--- src/rtl/mult_pkg.sv ---
// Shared types and helpers for the sequential shift-add multiplier.
package mult_pkg;

  typedef enum logic [1:0] {
    IDLE     = 2'd0,
    MULTIPLY = 2'd1,
    OUTPUT   = 2'd2
  } state_t;

  // Extend the low w bits of a to 64 bits, sign- or zero-filling above bit w-1.
  function automatic logic [63:0] ext(input logic [31:0] a, input logic signed_mode,
                                      input int unsigned w);
    logic [63:0] ax;
    logic [63:0] mask;
    logic        neg;
    ax   = {32'd0, a};
    mask = (64'd1 << w) - 64'd1;
    neg  = signed_mode & (|(ax & (64'd1 << (w - 1))));
    ext  = neg ? (ax | ~mask) : (ax & mask);
  endfunction

endpackage

--- src/rtl/mult_shift_add_dp.sv ---
// Shift-add datapath: accumulator, shifted multiplicand, multiplier and iteration counter.
module mult_shift_add_dp
  import mult_pkg::*;
#(
  parameter int unsigned WIDTH = 8,
  parameter int unsigned CNT_W = $clog2(WIDTH)
) (
  input  logic                 clk,
  input  logic                 rst,
  input  logic                 i_load,
  input  logic                 i_step,
  input  logic [WIDTH-1:0]     i_a,
  input  logic [WIDTH-1:0]     i_b,
  input  logic                 i_signed_mode,
  output logic [2*WIDTH-1:0]   o_acc_next,
  output logic                 o_last
);

  localparam int unsigned PW = 2 * WIDTH;
  localparam logic [CNT_W-1:0] LAST_CNT = CNT_W'(WIDTH - 1);

  logic [PW-1:0]    r_acc;
  logic [PW-1:0]    r_mcand;
  logic [WIDTH-1:0] r_mplier;
  logic             r_sgn;
  logic [CNT_W-1:0] r_cnt;

  logic [PW-1:0]    w_ext;
  logic [PW-1:0]    w_addend;
  logic [PW-1:0]    w_acc_next;
  logic             w_last;

  assign w_ext    = PW'(ext(32'(i_a), i_signed_mode, WIDTH));
  assign w_last   = (r_cnt == LAST_CNT);
  assign w_addend = r_mplier[0] ? r_mcand : '0;

  // The top multiplier bit carries weight -2^(W-1) in two's complement, so it subtracts.
  assign w_acc_next = (w_last & r_sgn) ? (r_acc - w_addend) : (r_acc + w_addend);

  assign o_acc_next = w_acc_next;
  assign o_last     = w_last;

  always_ff @(posedge clk or posedge rst) begin
    if (rst) begin
      r_acc    <= '0;
      r_mcand  <= '0;
      r_mplier <= '0;
      r_sgn    <= 1'b0;
      r_cnt    <= '0;
    end else if (i_load) begin
      r_acc    <= '0;
      r_mcand  <= w_ext;
      r_mplier <= i_b;
      r_sgn    <= i_signed_mode;
      r_cnt    <= '0;
    end else if (i_step) begin
      r_acc    <= w_acc_next;
      r_mcand  <= r_mcand << 1;
      r_mplier <= r_mplier >> 1;
      r_cnt    <= r_cnt + CNT_W'(1);
    end
  end

endmodule

--- src/rtl/mult_seq_param.sv ---
// Sequential radix-2 multiplier top: handshake FSM around the shift-add datapath.
module mult_seq_param
  import mult_pkg::*;
#(
  parameter int unsigned WIDTH = 8,
  parameter int unsigned CNT_W = $clog2(WIDTH)
) (
  input  logic               clk,
  input  logic               rst,
  input  logic               in_valid,
  output logic               in_ready,
  input  logic [WIDTH-1:0]   a,
  input  logic [WIDTH-1:0]   b,
  input  logic               signed_mode,
  output logic               out_valid,
  input  logic               out_ready,
  output logic [2*WIDTH-1:0] c,
  output logic               busy
);

  state_t               r_state;
  state_t               w_state_d;
  logic                 w_load;
  logic                 w_step;
  logic                 w_c_load;
  logic                 w_last;
  logic [2*WIDTH-1:0]   w_acc_next;
  logic [2*WIDTH-1:0]   r_c;

  mult_shift_add_dp #(
    .WIDTH (WIDTH),
    .CNT_W (CNT_W)
  ) u_dp (
    .clk           (clk),
    .rst           (rst),
    .i_load        (w_load),
    .i_step        (w_step),
    .i_a           (a),
    .i_b           (b),
    .i_signed_mode (signed_mode),
    .o_acc_next    (w_acc_next),
    .o_last        (w_last)
  );

  always_comb begin
    w_state_d = r_state;
    w_load    = 1'b0;
    w_step    = 1'b0;
    w_c_load  = 1'b0;
    case (r_state)
      IDLE: begin
        if (in_valid) begin
          w_load    = 1'b1;
          w_state_d = MULTIPLY;
        end
      end
      MULTIPLY: begin
        w_step = 1'b1;
        if (w_last) begin
          w_c_load  = 1'b1;
          w_state_d = OUTPUT;
        end
      end
      OUTPUT: begin
        if (out_ready) begin
          if (in_valid) begin
            w_load    = 1'b1;
            w_state_d = MULTIPLY;
          end else begin
            w_state_d = IDLE;
          end
        end
      end
      default: w_state_d = IDLE;
    endcase
  end

  always_ff @(posedge clk or posedge rst) begin
    if (rst) begin
      r_state <= IDLE;
      r_c     <= '0;
    end else begin
      r_state <= w_state_d;
      if (w_c_load) begin
        r_c <= w_acc_next;
      end
    end
  end

  // Combinational from out_ready so a new operand pair can enter on the output handshake.
  assign in_ready  = (r_state == IDLE) | ((r_state == OUTPUT) & out_ready);
  assign out_valid = (r_state == OUTPUT);
  assign busy      = (r_state != IDLE);
  assign c         = r_c;

endmodule

--- config.mk ---
export PLATFORM = sky130hd
export DESIGN_NAME = mult_seq_param
export DESIGN_NICKNAME = d
export VERILOG_FILES = /design/src/rtl/mult_pkg.sv /design/src/rtl/mult_shift_add_dp.sv /design/src/rtl/mult_seq_param.sv
export SDC_FILE = /design/constraint.sdc
export NUM_CORES = 1
export LEC_CHECK = 0
export BUFFER_PORTS_ARGS = -buffer_cell sky130_fd_sc_hd__buf_2
export CORE_MARGIN = 2
export CORE_UTILIZATION = 47
export DETAILED_ROUTE_END_ITERATION = 8
export PLACE_DENSITY = 0.68
export SLEW_MARGIN = 30
export SYNTH_ARGS = -nofsm -noshare
export SYNTH_HDL_FRONTEND = slang
export SYNTH_HIERARCHICAL = 1
export SYNTH_SLANG_ARGS = --single-unit
--- constraint.sdc ---
create_clock -name clk -period 3.45 [get_ports clk]
set_clock_uncertainty 0.05 [all_clocks]
set_input_delay 0.69 -clock clk [delete_from_list [all_inputs] [get_ports clk]]
set_output_delay 0.69 -clock clk [all_outputs]
set_load 0.01 [all_outputs]
==> flow_summary_export.csv, run 1 <==
group,metric,value,unit
sta,setup_viol,0,
final_layout,final_common_cell,"dfrtp_1",
placement,dp.cells,585,
synthesis,yosysWarnings,6,
global_routing,grt_use_met3,0.0360,
final_layout,layout-drive-gt1-share,0.273,
synthesis,seq_area_frac_synth,0.377,
synthesis,syn-cell-area,0.00411,sq mm
sta,grt_setup_unrepaired,"yes",
synthesis,synth_edf_count,0,
cts,cts_tree,"built",
setup_path,crit_required,3.64,ns
synthesis,avgSynthCellArea,9.43,sq um
min_path,hp-class,"primary input to async pin",
cts,cts_root_buf,"clkbuf_8",
final_layout,layout_common_cells,"dfrtp_1, nand2_1, nor2_1",
flow_run,max-cap-violations,0,
setup_path,cp_max_fo,6,
sta,min_period,3.35,ns
drt,antenna_left,0,
setup_path,worstSetupPathType,"flip-flop to flip-flop",
final_layout,final-instance-count-excl-fill,606,
placement,port_buffers,39,
setup_path,worst_setup_path_end_kind,"flip-flop",
global_routing,grt_pass1_wl,15700,um
setup_path,cp_data_arrival_time,3.54,ns
synthesis,syn_nets,476,
final_layout,syn2layout_area_growth,19.8,%
die,fp.dieH,97.5,um
setup_path,cp-start-kind,"flip-flop",
synthesis,synth_cell_type_count,57,
placement,gp_congestion,0.890,
final_layout,utilization,0.573,
synthesis,synth_seq_cells,62,
sta,worst_slack,0.103,ns
final_layout,fill_cells,771,
cts,clock_sinks,62,
sta,finalHoldViolations,0,
drt,vias,3352,
sta,fmax,299,MHz
sta,whs,0.327,ns
final_layout,antenna_cells,0,
cts,insertion_delay,0.34,ns
cts,cts_buffer_depth,2,
sta,max_slew_margin,0.462,
die,core,0.00859,sq mm
synthesis,synth-main-ff-cell,"dfrtp_1",
synthesis,async_reset_ff_frac,1.00,
cts,h-tree-depth,3,
global_routing,use_met2,0.346,
drt,drtIter0Drc,140,
drt,via_per_inst,5.53,
global_routing,grt_use_total,0.201,
global_routing,use_met1,0.265,
die,row_count,34,
placement,hpwl,6730,um
drt,drc,0,
global_routing,grt_max_degree,41,
sta,drv_slew,0,
setup_path,worstSetupStartpoint,"u_dp/r_cnt[0]",
global_routing,grt_antenna_before_repair,0,
cts,cts_buffers,9,
placement,dp_slack,-0.00308,ns
drt,firstDrtPassIters,4,
global_routing,grt_pass1_vias,3241,
die,io_pins,40,
die,die-width,97.5,um
cts,clk_pin_slew,0.08,ns
global_routing,grt_overflow_total,0,
synthesis,syn_inst,436,
sta,period_share,0.970,
final_layout,fin_nets,533,
setup_path,r2r_start,"u_dp/r_cnt[0]",
global_routing,busiest_layer,"met2",
die,dieArea,0.00952,sq mm
die,floorplan.initialDensity,0.479,
sta,tightest_slew,0.805,ns
drt,finalWirelength,9410,um
run_status,status,"complete, no violations",
drt,wl_per_cell,15.5,um
[layer usage]
metal  up-vias  routed length, um
met4         0                 55
met3         6                238
li1       1669                  -
met5         -                  0
met1      1627               4350
met2        50               4760
[cells in the mapped netlist (all sizes together) (5+ instances only)]
library cell,number,area (sq um)
o21a,6,45.0
a21oi,19,95.1
clkbuf,19,72.6
mux2,17,225
nand2,43,169
nor2,41,154
nor3,6,30.0
nor3b,6,45.0
a211oi,11,82.6
a31oi,7,43.8
nand3b,6,45.0
xor2,11,96.3
dfrtp,62,1550
a21o,10,75.1
ha,18,225
xnor2,11,96.3
nand2b,9,56.3
inv,13,48.8
nand3,5,25.0
o21ai,28,140
mux2i,21,210
nor2b,16,108
[final timing paths]
path / endpoint / slack, ns / depth (start not counted)
worst max register to register: u_dp/r_acc[15] / 0.10 / 14
max in group asynchronous: u_dp/r_mcand[1] / 2.37 / 3
min in group clk: c[5] / 0.46 / 1
worst min register to register: c[5] / 0.46 / 1
worst max-delay path: u_dp/r_acc[15] / 0.10 / 14
worst min-delay path: u_dp/r_acc[5] / 0.33 / 2
[critical path, cell delays in order (launching register included)]
cell and delay (ns):
dfrtp_1 0.40, ha_1 0.21, ha_1 0.21, and2_2 0.24, nor2_2 0.16, buf_4 0.14, xor2_2 0.17, ha_2 0.34
o2111a_1 0.19, nor4b_4 0.30, buf_4 0.18, o21ai_2 0.08, buf_4 0.16, a2111o_1 0.35, o221ai_1 0.08
[through the flow]
stage               TNS [ns]  area [sq um]
finish                     0          4930
CTS                        0          4810
floorplan                  0          4120
detailed placement  -0.00308          4550
global route         -0.0781          4930
global placement           0          4550
[final cells by class]
class	count	area, sq um	area share
clock inverters	6	116	0.0236
clock buffers	10	138	0.0279
flip-flops and latches	62	1550	0.315
well taps	108	135	0.0274
repair buffers	69	433	0.0879
inverters	13	50.0	0.0102
multi-input cells	338	2500	0.508
[sequential cells by signal (all words and copies together) (netlist names)]
name / count
c: 16
u_dp/r_acc: 16
u_dp/r_mcand: 16
u_dp/r_mplier: 8
u_dp/r_cnt: 3
r_state: 2
u_dp/r_sgn: 1
[kinds of logic (layout without fill, tap and decap cells)]
kind of cell,Yosys count,count (layout),synth area share
multiplexers,38,38,0.106
AO/OA/AOI/OAI,104,104,0.168
AND/OR/NAND/NOR,155,155,0.205
adder cells (fa/ha/maj),19,19,0.0596
flip-flops,62,62,0.377
XOR/XNOR,22,22,0.0469
buffers and inverters,36,98,0.0371
[repair_timing]
| action | 4_1_cts | 5_1_grt |
|---|---|---|
| setup buffers | 0 | 5 |
| gates cloned | 0 | 0 |
| endpoints found under the setup margin | 6 | 12 |
| hold buffers | 0 | 0 |
| pin swaps | 0 | 5 |
| resized for setup | 1 | 21 |
Power of run 1 is not shown: default switching activity piles up to over one toggle a cycle in this logic, so the estimate is an artifact.
==> inputs of run 2 (changes only) <==
--- a/config.mk
+++ b/config.mk
@@ -9,7 +9,8 @@
 export CORE_MARGIN = 2
 export CORE_UTILIZATION = 47
 export DETAILED_ROUTE_END_ITERATION = 8
-export PLACE_DENSITY = 0.68
+export HOLD_SLACK_MARGIN = 0.15
+export PLACE_DENSITY = 0.73
 export SLEW_MARGIN = 30
 export SYNTH_ARGS = -nofsm -noshare
 export SYNTH_HDL_FRONTEND = slang
==> run 2 against run 1 <==
Flip-flop and latch count unchanged. Setup slack better by 0.049 ns. Sequential share of layout area up 0.66 points. First-iteration DRC count down 11%. Hold slack worse by 0.012 ns. Die area unchanged. Critical endpoint is now c[15]. Highest routed layer unchanged. Critical path depth down 1. Count of clock-buffer cells in the layout unchanged. Register-to-register slack better by 0.05 ns. Global-route usage up 1.0 points.
==> flow_summary_export.csv, run 2 (same netlist as run 1, synthesis figures left out) <==
group,metric,value,unit
placement,hpwl,6870,um
global_routing,grt_use_total,0.211,
drt,firstDrtPassIters,4,
die,fp.dieH,97.5,um
cts,insertion_delay,0.35,ns
placement,port_buffers,39,
flow_run,max-cap-violations,0,
setup_path,r2r_start,"u_dp/r_mcand[7]",
drt,via_per_inst,5.60,
cts,cts_root_buf,"clkbuf_8",
run_status,status,"complete, no violations",
sta,min_period,3.30,ns
setup_path,cp_slowest_cell,"dfrtp_1",
final_layout,fin_nets,532,
setup_path,critical_path.top_delay_family,"compound AO/OA/AOI/OAI gates",
global_routing,grt_pass1_vias,3374,
setup_path,cp_num_buf_inv,0,
cts,cts_buffer_depth,2,
setup_path,cpPeakStageDelay,0.46,ns
sta,whs,0.314,ns
sta,worst_slack,0.152,ns
final_layout,layout-drive-gt1-share,0.260,
cts,cts_buffers,9,
die,io_pins,40,
setup_path,worst_setup_path_end_kind,"flip-flop",
global_routing,grt_overflow_total,0,
die,row_count,34,
sta,fmax,303,MHz
cts,h-tree-depth,3,
setup_path,rr_endpoint,"c[15]",
cts,cts_tree,"built",
die,core,0.00859,sq mm
die,dieArea,0.00952,sq mm
global_routing,grt_antenna_before_repair,0,
cts,clock_sinks,62,
setup_path,cp_max_fo,5,
setup_path,crit_required,3.64,ns
global_routing,grt_max_degree,50,
drt,drc,0,
setup_path,cp-start-kind,"flip-flop",
final_layout,utilization,0.562,
sta,drv_slew,0,
final_layout,layout_common_cells,"dfrtp_1, nand2_1, nor2_1, buf_2, buf_4",
sta,period_share,0.956,
cts,clk_pin_slew,0.08,ns
setup_path,cp_data_arrival_time,3.49,ns
placement,dp_slack,0.0518,ns
drt,wl_per_cell,16.0,um
drt,drtIter0Drc,125,
sta,tightest_slew,0.757,ns
final_layout,antenna_cells,0,
drt,vias,3391,
sta,setup_viol,0,
drt,antenna_left,0,
setup_path,r2r_slack,0.15,ns
die,floorplan.initialDensity,0.479,
setup_path,r2r_cells,13,
drt,finalWirelength,9660,um
sta,finalHoldViolations,0,
final_layout,syn2layout_area_growth,17.5,%
global_routing,grt_pass1_wl,16400,um
die,die-width,97.5,um
min_path,hp-class,"primary input to async pin",
sta,max_slew_margin,0.495,
placement,gp_congestion,0.881,
final_layout,final_common_cell,"dfrtp_1",
setup_path,path_cells,"nor4_4 -> nand2_1 -> o41ai_2 -> xnor2_1 -> nand2_1 -> ha_1 -> and2_1 -> a21o_1 -> a21o_1 -> a21o_1 -> a21oi_2 -> xor2_1 -> mux2_2",
setup_path,crit_top_cell,"a21o_1",
setup_path,worstSetupPathType,"flip-flop to flip-flop",
==> run 2: repair_timing <==
item                                    CTS  global route
hold buffers                              0             0
endpoints found under the setup margin    0            10
setup buffers                             0             4
resized for setup                         0            17
==> run 2: worst register-to-register path: stages, from the launching register on <==
cell and delay [ns]:
dfrtp_1 0.46, nor4_4 0.37, nand2_1 0.17, o41ai_2 0.29, xnor2_1 0.16, nand2_1 0.10, ha_1 0.29, and2_1 0.20
a21o_1 0.21, a21o_1 0.20, a21o_1 0.21, a21oi_2 0.16, xor2_1 0.08, mux2_2 0.26
==> run 2: how the worst max path moves through the flow <==
| stage | start | endpoint | slack (ns) | depth (start not counted) |
|---|---|---|---|---|
| finish | u_dp/r_mcand[7] | c[15] | 0.15 | 13 |
| global route | u_dp/r_mplier[0] | c[14] | -0.03 | 14 |
| CTS | u_dp/r_mcand[6] | c[15] | 0.02 | 13 |
| detailed placement | u_dp/r_mcand[6] | c[15] | 0.05 | 13 |
| global placement | u_dp/r_cnt[0] | c[15] | 0.13 | 14 |
| floorplan | u_dp/r_mplier[0] | c[10] | 0.02 | 16 |
==> run 2: metrics by stage <==
stage               TNS [ns]  std cells  instance area (sq um)
floorplan                  0        436                   4120
global placement           0        585                   4540
detailed placement         0        585                   4540
CTS                        0        601                   4740
global route         -0.0534        605                   4830
finish                     0        605                   4830
==> run 2: area by class of cell <==
cell class	instances	area (sq um)
clock inverters	6	68.8
well taps	108	135
clock buffers	10	138
multi-input cells	338	2470
flip-flops and latches	62	1560
inverters	13	48.8
fillers	773	3760
repair buffers	68	413
==> run 2: metal layers <==
layer	global-route usage	wire [um]	up-vias
met5	0	0	-
met4	0.0801	150	0
met3	0.0295	198	11
met2	0.365	4980	56
met1	0.266	4320	1656
li1	-	-	1668
Power of run 2 is left out for the same reason.
==> inputs of run 3 (changes only) <==
--- a/config.mk
+++ b/config.mk
@@ -5,12 +5,12 @@
 export SDC_FILE = /design/constraint.sdc
 export NUM_CORES = 1
 export LEC_CHECK = 0
-export BUFFER_PORTS_ARGS = -buffer_cell sky130_fd_sc_hd__buf_2
+export BUFFER_PORTS_ARGS = -buffer_cell sky130_fd_sc_hd__buf_4
 export CORE_MARGIN = 2
-export CORE_UTILIZATION = 47
+export CORE_UTILIZATION = 28
 export DETAILED_ROUTE_END_ITERATION = 8
 export HOLD_SLACK_MARGIN = 0.15
-export PLACE_DENSITY = 0.73
+export PLACE_DENSITY = 0.5
 export SLEW_MARGIN = 30
 export SYNTH_ARGS = -nofsm -noshare
 export SYNTH_HDL_FRONTEND = slang
==> run 3 against run 2 <==
Critical path depth rose by 1. Sequential share of layout area down 1.9 points. Routed wire length increased by 0.47%. Non-clock buffer count decreased by 4. Count of clock-buffer cells in the layout increased by 1. Hold slack got worse by 0.055 ns. Critical path type unchanged. Largest cell class unchanged.
==> flow_summary_export.csv, run 3 (same netlist as run 1, synthesis figures left out) <==
group,metric,value,unit
sta,tightest_slew,0.721,ns
drt,finalWirelength,9700,um
sta,grt_setup_unrepaired,"yes",
global_routing,grt_max_degree,43,
global_routing,grt_antenna_before_repair,0,
setup_path,crit_required,3.63,ns
final_layout,syn2layout_area_growth,24.5,%
final_layout,antenna_cells,0,
placement,port_buffers,39,
sta,setup_viol,0,
final_layout,final_common_cell,"buf_4",
setup_path,path_cells,"ha_1 -> ha_1 -> and2_2 -> buf_4 -> nor2_2 -> xor2_1 -> ha_1 -> a21o_1 -> a21o_1 -> a21o_1 -> a21o_1 -> a21oi_2 -> xor2_1 -> mux2_2",
global_routing,grt_overflow_total,0,
setup_path,cp-start-kind,"flip-flop",
drt,via_per_inst,4.82,
setup_path,cp_max_fo,8,
placement,dp.cells,661,
die,dieArea,0.0157,sq mm
drt,antenna_left,0,
sta,min_period,3.30,ns
final_layout,layout-drive-gt1-share,0.256,
run_status,status,"complete, no violations",
drt,drc,0,
final_layout,final-instance-count-excl-fill,677,
die,fp.dieH,125,um
cts,hold_buffers,0,
drt,vias,3264,
setup_path,cpPeakStageDelay,0.39,ns
cts,cts_buffer_depth,2,
sta,finalHoldViolations,0,
final_layout,layout_common_cells,"buf_4, dfrtp_1, nand2_1",
sta,setup_tns,0,ns
sta,period_share,0.955,
placement,hpwl,7060,um
setup_path,crit_top_cell,"a21o_1",
die,die-width,125,um
cts,post_cts_buffers,0,
sta,fmax,303,MHz
drt,firstDrtPassIters,4,
setup_path,cp_data_arrival_time,3.47,ns
die,row_count,44,
placement,gp_congestion,0.796,
final_layout,utilization,0.355,
cts,insertion_delay,0.34,ns
cts,cts_tree,"built",
flow_run,max-cap-violations,0,
global_routing,grt_use_total,0.129,
sta,drv_slew,0,
setup_path,cp_slowest_cell,"dfrtp_1",
final_layout,fin_nets,528,
cts,clk_pin_slew,0.06,ns
drt,wl_per_cell,14.3,um
global_routing,grt_pass1_wl,16200,um
cts,cts_root_buf,"clkbuf_16",
die,floorplan.initialDensity,0.285,
cts,cts_buffers,9,
drt,drtIter0Drc,168,
die,io_pins,40,
cts,clock_sinks,62,
cts,h-tree-depth,3,
die,core,0.0144,sq mm
final_layout,fill_cells,1471,
sta,max_slew_margin,0.518,
min_path,hp-class,"primary input to async pin",
setup_path,worst_setup_path_end_kind,"flip-flop",
setup_path,worstSetupPathType,"flip-flop to flip-flop",
global_routing,grt_pass1_vias,3179,
==> run 3: cell count changes in the layout (fill, tap and decap cells not counted), moves of 3 or more <==
cell / previous run / this run
a21oi_1: 16 / 13
a21oi_2: 2 / 5
buf_2: 39 / 0
buf_4: 29 / 63
clkbuf_16: 0 / 9
clkbuf_8: 10 / 2
dfrtp_1: 59 / 62
dfrtp_2: 3 / 0
==> run 3: worst paths after layout <==
path / cells past startpoint / to / startpoint / slack [ns]
max: 14 / c[15] / u_dp/r_cnt[0] / 0.15
min: 2 / u_dp/r_acc[10] / rst / 0.26
max reg2reg: 14 / c[15] / u_dp/r_cnt[0] / 0.15
min reg2reg: 1 / c[7] / c[7] / 0.46
max in group asynchronous: 3 / u_dp/r_mcand[11] / rst / 2.32
min in group clk: 1 / c[7] / c[7] / 0.46
==> run 3: final cells by class <==
cell class	count	area [sq um]	share of cell area
clock buffer	11	253	0.0494
clock inverter	5	57.6	0.0112
inverter	13	48.8	0.00953
multi-input combinational	338	2490	0.486
sequential	62	1550	0.303
tap	184	230	0.0450
timing repair buffer	64	493	0.0963
==> run 3: metrics by stage <==
step                      cell area, sq um  setup slack [ns]  hold slack, ns
after floorplan                       4120            0.0170           0.433
after global placement                4740            0.0703           0.443
after detailed placement              4740           0.00999           0.447
after CTS                             5050          -0.00211           0.260
after global routing                  5120           -0.0101           0.269
final                                 5120             0.155           0.260
==> run 3: layer usage <==
metal  track usage  share of wire
met4        0.0412          0.011
met3        0.0385          0.040
met2         0.189           0.43
met5             0              0
met1         0.181           0.52
==> run 3: what timing repair did <==
| action | in CTS | in global routing |
|---|---|---|
| resized for setup | 0 | 19 |
| pin swaps | 0 | 4 |
| setup endpoints to repair | 1 | 10 |
==> run 3: critical path, delay by kind of cell (launching register included) <==
family | cells | cell delay (ns)
AO/OA/AOI/OAI | 5 | 0.94
adder cells (fa/ha/maj) | 3 | 0.69
flip-flops | 1 | 0.39
multiplexers | 1 | 0.27
XOR/XNOR | 2 | 0.26
buffers and inverters | 1 | 0.16
AND/OR/NAND/NOR | 2 | 0.41
Power of run 3 is left out for the same reason.
